--- config.mk ---
export PLATFORM = sky130hd
export DESIGN_NAME = jt51_wrseq
export DESIGN_NICKNAME = d
export VERILOG_FILES = /design/src/rtl/jt51_wrseq.sv
export SDC_FILE = /design/constraint.sdc
export NUM_CORES = 1
export LEC_CHECK = 0
export ABC_CLOCK_PERIOD_IN_PS = 5100
export BUFFER_PORTS_ARGS = -buffer_cell sky130_fd_sc_hd__buf_2
export CORE_MARGIN = 8
export CORE_UTILIZATION = 25
export CTS_CLUSTER_DIAMETER = 200
export DETAILED_ROUTE_END_ITERATION = 16
export GPL_TIMING_DRIVEN = 0
export PLACE_DENSITY = 0.4
export SLEW_MARGIN = 20
export SYNTH_ARGS = -nofsm -noshare
export SYNTH_HDL_FRONTEND = slang
export SYNTH_SLANG_ARGS = --single-unit
--- constraint.sdc ---
create_clock -name clk -period 5.1 [get_ports clk]
set_input_delay 0.51 -clock clk [delete_from_list [all_inputs] [get_ports clk]]
set_output_delay 0.51 -clock clk [all_outputs]
set_load 0.02 [all_outputs]
--- src/rtl/jt51_wrseq.sv ---
// Queues host register writes and plays them into a YM2151 as address/data strobe pairs,
// skipping the address write when the register is unchanged and waiting out the busy flag.
module jt51_wrseq #(
  parameter int AW   = 2,
  parameter int TOUT = 63
) (
  input  logic          clk,
  input  logic          rst_n,
  input  logic          cen,
  input  logic          cmd_valid,
  output logic          cmd_ready,
  input  logic [7:0]    cmd_addr,
  input  logic [7:0]    cmd_data,
  output logic [7:0]    dout,
  output logic          a0,
  output logic          write,
  input  logic          busy,
  output logic          idle,
  output logic          timeout,
  output logic [AW:0]   fifo_cnt
);

  // state | meaning
  // IDLE  | waiting for a queued command      ADDR | address strobe
  // GAP   | write low between strobes         DATA | data strobe
  // HOLD  | covers busy-set latency           WAIT | poll busy, bounded by TOUT
  localparam logic [2:0] S_IDLE = 3'd0;
  localparam logic [2:0] S_ADDR = 3'd1;
  localparam logic [2:0] S_GAP  = 3'd2;
  localparam logic [2:0] S_DATA = 3'd3;
  localparam logic [2:0] S_HOLD = 3'd4;
  localparam logic [2:0] S_WAIT = 3'd5;

  localparam int DEPTH = 1 << AW;
  localparam int TW    = (TOUT < 1) ? 1 : $clog2(TOUT + 1);

  logic [15:0]   mem_q [DEPTH];
  logic [AW-1:0] wr_ptr_q, rd_ptr_q;
  logic [AW:0]   cnt_q;
  logic [2:0]    state_q, state_d;
  logic [15:0]   cur_q;
  logic [7:0]    last_addr_q;
  logic          last_valid_q;
  logic [TW-1:0] tcnt_q;
  logic          timeout_q;
  logic          push, pop, tout_hit;
  logic [15:0]   head;

  assign cmd_ready = (cnt_q != (AW+1)'(DEPTH));
  assign push      = cmd_valid & cmd_ready;
  assign pop       = (state_q == S_IDLE) && (cnt_q != '0);
  assign head      = mem_q[rd_ptr_q];
  assign tout_hit  = (tcnt_q == TW'(TOUT));
  assign fifo_cnt  = cnt_q;
  assign timeout   = timeout_q;
  assign idle      = (state_q == S_IDLE) && (cnt_q == '0);

  always_ff @(posedge clk) begin
    if (push) mem_q[wr_ptr_q] <= {cmd_addr, cmd_data};
  end

  always_ff @(posedge clk or negedge rst_n) begin
    if (!rst_n) begin
      wr_ptr_q <= '0;
      rd_ptr_q <= '0;
      cnt_q    <= '0;
    end else begin
      if (push) wr_ptr_q <= wr_ptr_q + 1'b1;
      if (pop)  rd_ptr_q <= rd_ptr_q + 1'b1;
      case ({push, pop})
        2'b10:   cnt_q <= cnt_q + 1'b1;
        2'b01:   cnt_q <= cnt_q - 1'b1;
        default: cnt_q <= cnt_q;
      endcase
    end
  end

  always_comb begin
    state_d = state_q;
    case (state_q)
      S_IDLE: if (pop) state_d = (last_valid_q && head[15:8] == last_addr_q) ? S_DATA : S_ADDR;
      S_ADDR: state_d = S_GAP;
      S_GAP:  state_d = S_DATA;
      S_DATA: state_d = S_HOLD;
      S_HOLD: state_d = S_WAIT;
      S_WAIT: if (!busy || tout_hit) state_d = S_IDLE;
      default: state_d = S_IDLE;
    endcase
  end

  // Strobe outputs are registered from the current state, so they trail the FSM by one clk.
  always_ff @(posedge clk or negedge rst_n) begin
    if (!rst_n) begin
      state_q      <= S_IDLE;
      cur_q        <= '0;
      last_addr_q  <= '0;
      last_valid_q <= 1'b0;
      tcnt_q       <= '0;
      timeout_q    <= 1'b0;
      write        <= 1'b0;
      a0           <= 1'b0;
      dout         <= 8'h00;
    end else begin
      state_q <= state_d;
      if (pop) cur_q <= head;
      if (state_q == S_ADDR) begin
        last_addr_q  <= cur_q[15:8];
        last_valid_q <= 1'b1;
      end
      if (state_q == S_HOLD) tcnt_q <= '0;
      else if (state_q == S_WAIT && cen && !tout_hit) tcnt_q <= tcnt_q + 1'b1;
      if (state_q == S_WAIT && busy && tout_hit) timeout_q <= 1'b1;
      write <= (state_q == S_ADDR) || (state_q == S_DATA);
      if (state_q == S_ADDR) begin
        a0   <= 1'b0;
        dout <= cur_q[15:8];
      end else if (state_q == S_DATA) begin
        a0   <= 1'b1;
        dout <= cur_q[7:0];
      end
    end
  end

endmodule

==> impl_metrics.toml <==
[global_routing]
grt_use_total = 0.0919
grt_pass1_wl_um = 16100
grt_max_degree = 53
grt_pass1_vias = 2854
overflow = 0
antenna_found_initial = 1

[clocking]
ctsHoldBuffers = 0
clockBufferDepth = 2
cts_htree_levels = 4
root_buffer = "clkbuf_16"
clk_pin_slew_ns = 0.05
cts_tree = "built"
cts_resized = 0
clk_latency_ns = 0.41
cts_inserted_buffers = 17
cts_setup_buffers = 0
cts.sinks = 116

[layout]
final_cells = 599
antenna_cells = 0
final_cell_mix = "64 x edfxtp_1, 52 x dfrtp_1, 39 x buf_2"
final_area_um2 = 5860
final_net_count = 380
drive_gt1_frac = 0.282
layout-area-overhead-vs-synth_pct = 22.6
post-route-util = 0.313
final_common_cell = "edfxtp_1"

[job]
max_cap_viol_count = 0

[yosys]
synth_edf_count = 64
syn_nets = 325
synth_top_family_by_area = "multiplexers"
ys_seq_area_frac = 0.675
synth_xor_area_frac = 0.0385
ys.flop_type = "edfxtp_1"
syn_area_per_cell_um2 = 16.1
synth_compound_area_frac = 0.0267
async_flop_share = 0.448
yosys.area_share.simple = 0.0681
syn_area_um2 = 4780
synth-seq-cells = 116
synth_mux_area_frac = 0.149
synth.distinct_cells = 44
synthAdderAreaFrac = 0.0199
yosysTopAreaCell = "edfxtp_1"
synthCells = 297
synth_top_area_frac = 0.402
ys_warn_count = 0
synthTopCellsByArea = "edfxtp_1 40%, dfrtp_1 27%, mux2_2 4.7%"

[sta]
fin_setup_tns_ns = 0
drv_slew = 0
period_share = 0.509
finClkSkew_ns = 0.0105
maxSlewHeadroom = 0.337
tightest_slew_ns = 0.995
hold_slack_ns = 0.145
rsz0062_at_grt = "false"
min_period_ns = 2.60
clock.fmax_ghz = 0.385
setup_viol = 0
hold_violations = 0

[worst_setup_path]
crit_path_frequent_cell = "xor2_1"
worstPathMaxFanout = 10
rrSetupSlack_ns = 2.50
arrival_ns = 2.93
max_stage_delay_ns = 0.43
r2r-start = "fifo_cnt[2]"
critPathKind = "reg -> reg"
worstPathRequired_ns = 5.44
cp_top_family = "simple AND/OR/NAND/NOR gates"
critPathLaunchType = "register"
crit_path_cell_trace = "nor3_1 -> or4_1 -> buf_4 -> inv_2 -> buf_6 -> ha_1 -> inv_1 -> fa_1 -> xor2_1 -> nor2_1 -> xor2_1"
cp_slowest_cell = "dfrtp_1"
path_buf_inv = 4
worstSetupStartpoint = "fifo_cnt[2]"
crit_path_end_kind = "register"

[placed_design]
gp_congestion = 0.678
port-buffer-count = 36
dp_cells = 567
dpl-instance-area_um2 = 5250
hpwl_um = 6710

[die]
core-area_um2 = 18700
start_util = 0.255
die_h_um = 154
std_cell_rows = 50
die_w_um = 154
io_pins = 37
dieArea_um2 = 23800

[power]
p_leak_uw = 0.00234
power.density_nw_per_um2 = 661
vdd_ir_drop_max_mv = 0.244

[drt]
wl_um = 10200
antenna_left = 0
vias_per_cell = 4.33
wire_per_inst_um = 17.0
drc = 0
num_vias = 2592
drt_iter0_drc = 165
drt-pass1-iter-count = 4

[hold_path]
hold_class = "in -> async"

[status]
status = "completed"
==> worst paths after layout <==
path	end	cells past startpoint
worst max register to register	fifo_cnt[2]	11
max in group asynchronous	last_addr_q[7]	1
worst max-delay path	fifo_cnt[2]	11
min in group clk	mem_q[3][2]	1
worst min-delay path	cur_q[5]	1
worst min register to register	a0	2
==> cell usage after synthesis (all sizes together) (2+ instances only) <==
| cell type | number |
|---|---|
| edfxtp | 64 |
| dfrtp | 52 |
| nand2 | 25 |
| mux2 | 20 |
| mux2i | 14 |
| mux4 | 14 |
| xor2 | 14 |
| o21ai | 13 |
| buf | 9 |
| inv | 9 |
| nor2 | 8 |
| xnor2 | 7 |
| ha | 6 |
| and3 | 5 |
| nand3 | 4 |
| clkbuf | 3 |
| nor3 | 3 |
| and2 | 2 |
| nand2b | 2 |
| nand4 | 2 |
| nand4b | 2 |
| nor3b | 2 |
| nor4 | 2 |
==> layer usage <==
metal  vias up  share of wire  GRT usage
met5         -         0.0013          0
met4         2          0.019     0.0490
met3        12          0.047     0.0320
met2        47           0.46      0.139
met1      1309           0.47      0.114
li1       1222              -          -
==> report_power, final <==
part | total (uW) | internal (uW) | switching [uW]
logic | 1210 | 533 | 678
registers | 1450 | 1300 | 152
clock network | 1210 | 804 | 407
==> final cells by class <==
type / count / area (um2)
Buffer: 12 / 76.3
Clock buffer: 23 / 478
Clock inverter: 9 / 128
Fill cell: 1838 / 12800
Inverter: 9 / 33.8
Multi-Input combinational cell: 160 / 1440
Sequential cell: 116 / 3220
Tap cell: 234 / 293
Timing Repair Buffer: 36 / 183
==> kinds of logic after synthesis <==
family,after synthesis
xor gates and xnor gates,21
AOI/OAI and AO/OA,21
DFF,116
and+or+nand+nor,63
adders and majority gates,7
muxes,48
buffers and inverters,21
==> flip-flops by register name (all words and copies together), names as in the netlist, 2 cells and up <==
name         cells
last_addr_q      8
rd_ptr_q         2
state_q          3
tcnt_q           6
cur_q           16
wr_ptr_q         2
mem_q           64
fifo_cnt         3
dout             8
==> stage by stage <==
step	power [uW]	worst slack [ns]
after floorplan	2310	2.67
after global placement	2690	2.50
after detailed placement	2720	2.48
after CTS	3950	2.46
after global routing	4100	2.31
final	3870	2.50
No activity file was read; power rests on OpenSTA's default activity.
